<file path="src/rtl/dct_feeder.sv">
// Captures filterbank frames into a ping-pong buffer and replays each element held for REPEAT cycles toward the DCT.
// Latency: first valid_o one cycle after the completing edge. No input backpressure; input to a busy bank is dropped and flagged.
module dct_feeder #(
  parameter int I_BW      = 8,
  parameter int FRAME_LEN = 32,
  parameter int REPEAT    = 13,
  parameter int GAP       = 1
) (
  input  logic            clk_i,
  input  logic            rst_i,
  input  logic            en_i,
  input  logic [I_BW-1:0] data_i,
  input  logic            valid_i,
  input  logic            last_i,
  output logic [I_BW-1:0] data_o,
  output logic            valid_o,
  output logic            last_o,
  output logic            overflow_o,
  output logic            frame_err_o
);

  localparam int AW = (FRAME_LEN > 1) ? $clog2(FRAME_LEN) : 1;
  localparam int RW = (REPEAT > 1) ? $clog2(REPEAT) : 1;
  localparam int GW = (GAP > 1) ? $clog2(GAP) : 1;
  localparam logic [AW-1:0] ELEM_LAST = AW'(FRAME_LEN - 1);
  localparam logic [RW-1:0] REP_LAST  = RW'(REPEAT - 1);
  localparam logic [GW-1:0] GAP_LAST  = GW'(GAP - 1);

  typedef enum logic [1:0] {S_IDLE, S_PLAY, S_GAP} state_t;

  state_t          state_q, state_d;
  logic [AW-1:0]   elem_q, elem_d;
  logic [RW-1:0]   rep_q, rep_d;
  logic [GW-1:0]   gap_q, gap_d;
  logic            rbank_q, rbank_d;

  logic            wbank_q;
  logic [AW-1:0]   windex_q;
  logic [1:0]      full_q, full_d;
  logic [I_BW-1:0] mem [2*FRAME_LEN];

  logic            free_now, wfull, wr_en, at_end, complete, ferr, ovf, ready;
  logic            valid_d, last_d;
  logic [I_BW-1:0] data_d;

  // A bank being released by the reader on this edge is already writable.
  assign free_now = (state_q == S_PLAY) && (elem_q == ELEM_LAST) && (rep_q == REP_LAST);
  assign wfull    = full_q[wbank_q] && !(free_now && (rbank_q == wbank_q));
  assign wr_en    = valid_i && !wfull;
  assign at_end   = (windex_q == ELEM_LAST);
  assign complete = wr_en && last_i && at_end;
  assign ferr     = wr_en && (last_i != at_end);
  assign ovf      = valid_i && wfull;
  // Frame finishing on this edge counts so replay starts the very next cycle.
  assign ready    = full_q[rbank_q] || (complete && (wbank_q == rbank_q));

  always_comb begin
    full_d = full_q;
    if (free_now) full_d[rbank_q] = 1'b0;
    if (complete) full_d[wbank_q] = 1'b1;
  end

  always_ff @(posedge clk_i) begin
    if (en_i && wr_en) mem[{wbank_q, windex_q}] <= data_i;
  end

  always_ff @(posedge clk_i or posedge rst_i) begin
    if (rst_i) begin
      wbank_q  <= 1'b0;
      windex_q <= '0;
      full_q   <= '0;
    end else if (!en_i) begin
      wbank_q  <= 1'b0;
      windex_q <= '0;
      full_q   <= '0;
    end else begin
      full_q <= full_d;
      if (complete) begin
        wbank_q  <= ~wbank_q;
        windex_q <= '0;
      end else if (ferr) begin
        windex_q <= '0;
      end else if (wr_en) begin
        windex_q <= windex_q + 1'b1;
      end
    end
  end

  always_ff @(posedge clk_i or posedge rst_i) begin
    if (rst_i) begin
      state_q <= S_IDLE;
      elem_q  <= '0;
      rep_q   <= '0;
      gap_q   <= '0;
      rbank_q <= 1'b0;
    end else if (!en_i) begin
      state_q <= S_IDLE;
      elem_q  <= '0;
      rep_q   <= '0;
      gap_q   <= '0;
      rbank_q <= 1'b0;
    end else begin
      state_q <= state_d;
      elem_q  <= elem_d;
      rep_q   <= rep_d;
      gap_q   <= gap_d;
      rbank_q <= rbank_d;
    end
  end

  always_comb begin
    state_d = state_q;
    elem_d  = elem_q;
    rep_d   = rep_q;
    gap_d   = gap_q;
    rbank_d = rbank_q;
    case (state_q)
      S_IDLE: begin
        if (ready) begin
          state_d = S_PLAY;
          elem_d  = '0;
          rep_d   = '0;
        end
      end
      S_PLAY: begin
        if (rep_q == REP_LAST) begin
          rep_d = '0;
          if (elem_q == ELEM_LAST) begin
            elem_d  = '0;
            rbank_d = ~rbank_q;
            gap_d   = '0;
            state_d = S_GAP;
          end else begin
            elem_d = elem_q + 1'b1;
          end
        end else begin
          rep_d = rep_q + 1'b1;
        end
      end
      S_GAP: begin
        if (gap_q == GAP_LAST) begin
          state_d = ready ? S_PLAY : S_IDLE;
          elem_d  = '0;
          rep_d   = '0;
        end else begin
          gap_d = gap_q + 1'b1;
        end
      end
      default: state_d = S_IDLE;
    endcase
  end

  // Outputs are derived from next-state so the registered copies line up with the FSM.
  always_comb begin
    valid_d = (state_d == S_PLAY);
    last_d  = valid_d && (elem_d == ELEM_LAST);
    data_d  = valid_d ? mem[{rbank_d, elem_d}] : '0;
  end

  always_ff @(posedge clk_i or posedge rst_i) begin
    if (rst_i) begin
      data_o      <= '0;
      valid_o     <= 1'b0;
      last_o      <= 1'b0;
      overflow_o  <= 1'b0;
      frame_err_o <= 1'b0;
    end else if (!en_i) begin
      data_o      <= '0;
      valid_o     <= 1'b0;
      last_o      <= 1'b0;
      overflow_o  <= 1'b0;
      frame_err_o <= 1'b0;
    end else begin
      data_o      <= data_d;
      valid_o     <= valid_d;
      last_o      <= last_d;
      overflow_o  <= ovf;
      frame_err_o <= ferr;
    end
  end

endmodule
</file>
<file path="config.mk">
export PLATFORM = sky130hd
export DESIGN_NAME = dct_feeder
export DESIGN_NICKNAME = d
export VERILOG_FILES = /design/src/rtl/dct_feeder.sv
export SDC_FILE = /design/constraint.sdc
export NUM_CORES = 1
export LEC_CHECK = 0
export BUFFER_PORTS_ARGS = -buffer_cell sky130_fd_sc_hd__buf_2
export CELL_PAD_IN_SITES_DETAIL_PLACEMENT = 1
export CELL_PAD_IN_SITES_GLOBAL_PLACEMENT = 2
export CORE_MARGIN = 2
export CORE_UTILIZATION = 34
export DETAILED_ROUTE_END_ITERATION = 7
export PLACE_DENSITY = 0.68
export SYNTH_ARGS = -nofsm -noshare
export SYNTH_HDL_FRONTEND = slang
export SYNTH_SLANG_ARGS = --single-unit
</file>
<file path="constraint.sdc">
create_clock -name clk_i -period 7.5 [get_ports clk_i]
set_input_delay 0.375 -clock clk_i [delete_from_list [all_inputs] [get_ports clk_i]]
set_output_delay 0.375 -clock clk_i [all_outputs]
set_load 0.02 [all_outputs]
</file>
======== Word-level counts from Yosys, hierarchy flattened ========
Memory sizes are Yosys's and may differ from the RTL's.
Index checks and enable logic that the tools add are counted.
storage, ports and cells
  flip-flop bits (word level) ............. 33
  bits in latches ......................... 0
  RAM bits ................................ 512
  ROM bits ................................ 0
  bits of input ports ..................... 13
  output and inout port bits .............. 12
  logic and storage cells ................. 117
  memories kept ........................... 1
operators by class
  add/subtract/negate cells ............... 4
  $mul .................................... 0
  divide/modulo/power cells ............... 0
  $lt $le $gt $ge ......................... 4
  eq/ne operators ......................... 18
  shifts and indexed selects .............. 0
  mux-type cells .......................... 52
  bitwise logic cells ..................... 5
  reductions and logical operators ........ 20
memories
  memory  words  width  read ports  clocked after Yosys merged registers in  write ports  RTL line  text
  mem     64     8      1           0                                        1            40        logic [I_BW-1:0] mem [2*FRAME_LEN];
operators with widths
  cell                                                                   count
  5-bit two-way mux                                                      9
  1-bit two-way mux                                                      23
  2-bit two-way mux                                                      8
  4-bit two-way mux                                                      4
  8-bit two-way mux                                                      2
  5-bit == test (second input constant)                                  3
  5-bit case mux with 3 select lines                                     1
  1-bit logical AND                                                      14
  4-bit case mux with 3 select lines                                     1
  5-bit by 1-bit adder with 5-bit output (second input constant)         2
  4-bit by 1-bit != test with 1-bit output (second input constant)       2
  3-bit by 2-bit != test with 1-bit output (second input constant)       2
  3-bit != test (second input constant)                                  2
  2-bit case mux with 3 select lines                                     1
  3-bit AND reduction                                                    2
  4-bit by 1-bit adder with 4-bit output (second input constant)         1
  2-bit by 1-bit == test with 1-bit output (second input constant)       2
  4-bit == test (second input constant)                                  1
  1-bit by 2-bit < comparator with 1-bit output (second input constant)  2
  3-bit by 1-bit != test with 1-bit output (second input constant)       1
  2-bit bitwise AND                                                      1
  1-bit demux with 1-bit select                                          2
  1-bit == test                                                          2
  2-bit == test (second input constant)                                  1
  11 further kinds                                                       14

======== Depth between registers and ports, before layout ========
  depth in word-level cells ............... 18
  gate-level depth with buffers ........... 15

======== Worst setup path after synthesis ========
OpenSTA, ideal clock, no wires.
  path type ............................... register to register
  from .................................... register windex_q[1]
  to ...................................... register data_o[0]
  setup time .............................. 138 ps
  arrival ................................. 3017 ps
  path slack .............................. 4345 ps
  cell stages (with the launch flop) ...... 14
  period minus slack after synthesis ...... 3155 ps
  cell sequence ........................... dfrtp_1 > ha_1 > and3_1 > ha_1 > clkbuf_2 > nand4_1 > a32o_2 > a221oi_2 > buf_4 > buf_2 > a221oi_1 > nor3_1 > a31oi_1 > or4_1
on the way
  longest elaborated chain between the ends .. 10
  elaborated cells on any way between the ends .. 14
ends and longest elaborated chain
  what                                                            RTL line  text
  start, declared                                                 38        logic [AW-1:0] windex_q;
  start signal, assigned                                          84        windex_q <= windex_q + 1'b1;
  5-bit == test *                                                 50        assign at_end = (windex_q == ELEM_LAST);
  1-bit logical AND *                                             51        assign complete = wr_en && last_i && at_end;
  1-bit logical AND *                                             55        assign ready = full_q[rbank_q] || (complete && (wbank_q == rbank_q));
  1-bit logical OR *                                              55
  branches (longest 4 deep; another with memory read 64 x 8 bit)  -
  8-bit two-way mux *                                             157       data_d = valid_d ? mem[{rbank_d, elem_d}] : '0;
  8-bit two-way mux *                                             167       end else if (!en_i) begin
  end signal, assigned                                            174       data_o <= data_d;
  end, declared                                                   15        output logic [I_BW-1:0] data_o,
Mark *: on every way between the ends.
A chain may end at the register's enable or synchronous reset.

======== Final worst setup path ========
Same ends and word-level chain as after synthesis.

==> flow_metrics.env <==
export IMPL_critPathKind="flip-flop to flip-flop"
export IMPL_grt_start_max_net_pins=140
export IMPL_synth_top_area_share=0.7025
export IMPL_post_route_util=0.3852
export IMPL_slowest_stage="o211ai_2"
export IMPL_cts_tree="yes"
export IMPL_floorplan_die_area_um2=66420
export IMPL_setup_viol=0
export IMPL_synth_seq_cells=544
export IMPL_die_h_um=257.7
export IMPL_synth_edf_count=512
export IMPL_fin_skew_ns=0.02291
export IMPL_antenna_found_initial=2
export IMPL_hpwl_um=37690
export IMPL_drt_iter0_drc=985
export IMPL_reg2regPathDepth=12
export IMPL_post_route_min_period_ns=4.593
export IMPL_clk_pin_slew_ns=0.06
export IMPL_ir_drop_mv=0.1839
export IMPL_synth_seq_area_share=0.7390
export IMPL_gp_congestion=0.7955
export IMPL_remaining_drc_errors=0
export IMPL_start_util=0.3420
export IMPL_powerDensity_nw_per_um2=250.9
export IMPL_path_depth=12
export IMPL_cts_buffers=58
export IMPL_postRouteAntennaNets=0
export IMPL_critPathRequiredTime_ns=7.99
export IMPL_end_kind="flip-flop"
export IMPL_crit_fanout=25
export IMPL_die_w_um=257.7
export IMPL_cts_setup_buffers=0
export IMPL_crit_buf_inv=1
export IMPL_hold_viol_final=0
export IMPL_outcome="finished clean"
export IMPL_min_path_type="primary input to flip-flop"
export IMPL_setup_tns_ns=0
export IMPL_cellLeakagePower_nw=8.160
export IMPL_cpPeakStageDelay_ns=0.62
export IMPL_synth_main_ff_cell="edfxtp_1"
export IMPL_numClockSinks=544
export IMPL_final_period_utilization=0.6123
export IMPL_syn_cell_area_um2=21890
export IMPL_cp_top_family="compound AO/OA/AOI/OAI gates"
export IMPL_grt_overflow=0
export IMPL_routedWlPerCell_um=25.50
export IMPL_htreeDepth=2
export IMPL_totalWireLength_um=63820
export IMPL_cpMostUsedCell="ha_1"
export IMPL_async_reset_ff_frac=0.05882
export IMPL_grt_pass1_wl_um=95050
export IMPL_yosysTopAreaCell="edfxtp_1"
export IMPL_path_cells="ha_1, and3_1, ha_1, nand4_1, a32o_2, a21o_1, o211ai_2, buf_4, a21oi_1, nor3_1, a31oi_1, or4_1"
export IMPL_finalMaxSlewViolations=0
export IMPL_via_per_inst=5.388
export IMPL_synthesis_nets=1615
export IMPL_hold_depth=3
export IMPL_cts_repair_resized=0
export IMPL_fp_row_count=93
export IMPL_synth_area_top_cells="edfxtp_1 (70%), nand2_1 (5.4%), a21oi_1 (5.2%), dfrtp_1 (3.7%), a221o_1 (3.0%)"
export IMPL_ys_types=60
export IMPL_diodes=0
export IMPL_grt_setup_unrepaired="false"
export IMPL_max_freq_mhz=217.7
export IMPL_yosysWarningCount=0
export IMPL_cp_start_kind="flip-flop"
export IMPL_drv_cap=0
export IMPL_synth_avg_cell_area_um2=13.71
export IMPL_grtUsageTotal=0.1921
export IMPL_drive_gt1_frac=0.08252
export IMPL_slew_headroom=0.3441
export IMPL_syn2layout_area_growth_pct=12.63
export IMPL_ios=25
export IMPL_arrival_ns=5.08
export IMPL_clkLatencyLatePin_ns=0.62
export IMPL_via_count=13485
export IMPL_portBuffers=24
export IMPL_core_area_um2=64000
export IMPL_root_buffer="clkbuf_16"
export IMPL_layout_nets=1620
export IMPL_worst_pin_slew_ns=0.9803
export IMPL_n_fill_cell=6654
export IMPL_postSynthCellCount=1596
export IMPL_grt_pass1_vias=14161
export IMPL_first_pass_iters=5
export IMPL_cts_buffer_depth=3
routing by layer:
layer	vias to the layer above	global-route usage	routed length [µm]
met5	-	0	0
met4	0	0.06439	2042
met3	98	0.03082	2795
met2	303	0.3239	31010
met1	7008	0.2528	27980
li1	6076	-	-
sequential cells by signal, summed over array words and instances (netlist names):
signal / cells
mem: 512
data_o: 8
elem_q: 5
windex_q: 5
rep_q: 4
full_q: 2
state_q: 2
frame_err_o: 1
last_o: 1
overflow_o: 1
rbank_q: 1
valid_o: 1
wbank_q: 1
worst reg2reg max path, stage by stage (launching register included):
cell and delay [ns]:
dfrtp_1 0.46, ha_1 0.24, and3_1 0.17, ha_1 0.30, nand4_1 0.15, a32o_2 0.39, a21o_1 0.36, o211ai_2 0.62
buf_4 0.47, a21oi_1 0.14, nor3_1 0.35, a31oi_1 0.24, or4_1 0.55
power breakdown:
part / internal [mW] / switching (mW)
clock network: 1.59 / 1.19
logic: 0.0103 / 0.0708
registers: 3.32 / 0.00139
stage by stage:
step	power, mW	hold WS [ns]	instances	setup slack, ns	cell area (µm²)
finish	6.185	0.1401	2503	2.907	24650
global route	6.358	0.1716	2503	2.669	24650
CTS	6.239	0.1218	2503	2.932	24650
floorplan	3.403	0.4739	1596	4.345	21890
detailed placement	3.474	0.6343	2394	2.959	22820
global placement	3.470	0.6101	2394	3.000	22820
worst paths after layout:
kind / start / end / slack (ns)
worst max-delay path: windex_q[1] / data_o[0] / 2.91
worst min-delay path: en_i / overflow_o / 0.14
worst max register to register: windex_q[1] / data_o[0] / 2.91
worst min register to register: rep_q[1] / rep_q[1] / 0.64
max in group asynchronous: rst_i / rep_q[0] / 6.42
min in group asynchronous: rst_i / windex_q[2] / 0.50
cell type report:
class / count / area [µm²] / share of cell area
well taps: 855 / 1070 / 0.04339
multi-input cells: 938 / 5202 / 0.2110
clock buffers: 73 / 1508 / 0.06116
clock inverters: 34 / 304.0 / 0.01233
inverters: 12 / 45.04 / 0.001827
repair buffers: 47 / 347.8 / 0.01411
flip-flops and latches: 544 / 16180 / 0.6561
synthesized netlist by cell type, types with 3 or more instances:
cell type	instances
a21oi_1	229
a221o_1	65
a221oi_1	35
a31oi_1	33
and2_1	11
and3_1	4
buf_1	4
buf_2	40
buf_4	3
buf_6	7
clkbuf_1	46
dfrtp_1	32
edfxtp_1	512
ha_1	6
inv_1	12
mux2i_1	32
nand2_1	315
nand3_1	10
nand3b_1	3
nand4_1	4
nor2_1	88
nor2b_1	7
nor3_1	35
o21a_1	3
o21ai_0	6
or4_1	8
xnor2_1	4
logic make-up after synthesis:
family | count (synthesis) | synth area share
AO/OA/AOI/OAI | 395 | 0.1191
XOR/XNOR | 5 | 0.002001
adder cells (fa/ha/maj) | 6 | 0.003430
buffers and inverters | 114 | 0.02487
flip-flops | 544 | 0.7390
multiplexers | 33 | 0.01515
AND/OR/NAND/NOR | 499 | 0.09644
cells in the final DEF, fill, tap and decap left out, types with 3 or more instances in the layout:
cell       count
a21oi_1      229
a221o_1       64
o21a_1         3
mux2i_1       32
clkinv_2       4
and3_1         4
clkbuf_1      15
buf_12         4
and2_1        11
nand3_1       10
o21ai_0        6
buf_2         24
clkinv_1      18
nand4_1        4
nor2_1        88
clkbuf_16     58
or4_1          8
xnor2_1        4
a221oi_1      35
nor2b_1        7
inv_6          3
bufinv_16      5
nor3_1        35
ha_1           6
inv_1         11
buf_4         17
nand3b_1       3
edfxtp_1     512
nand2_1      315
a31oi_1       33
dfrtp_1       32
what timing repair did:
item                       CTS  global route
setup endpoints to repair    0             0
hold endpoints to repair    33             0
hold buffers                 2             0
No activity file was read; power rests on OpenSTA's default activity.
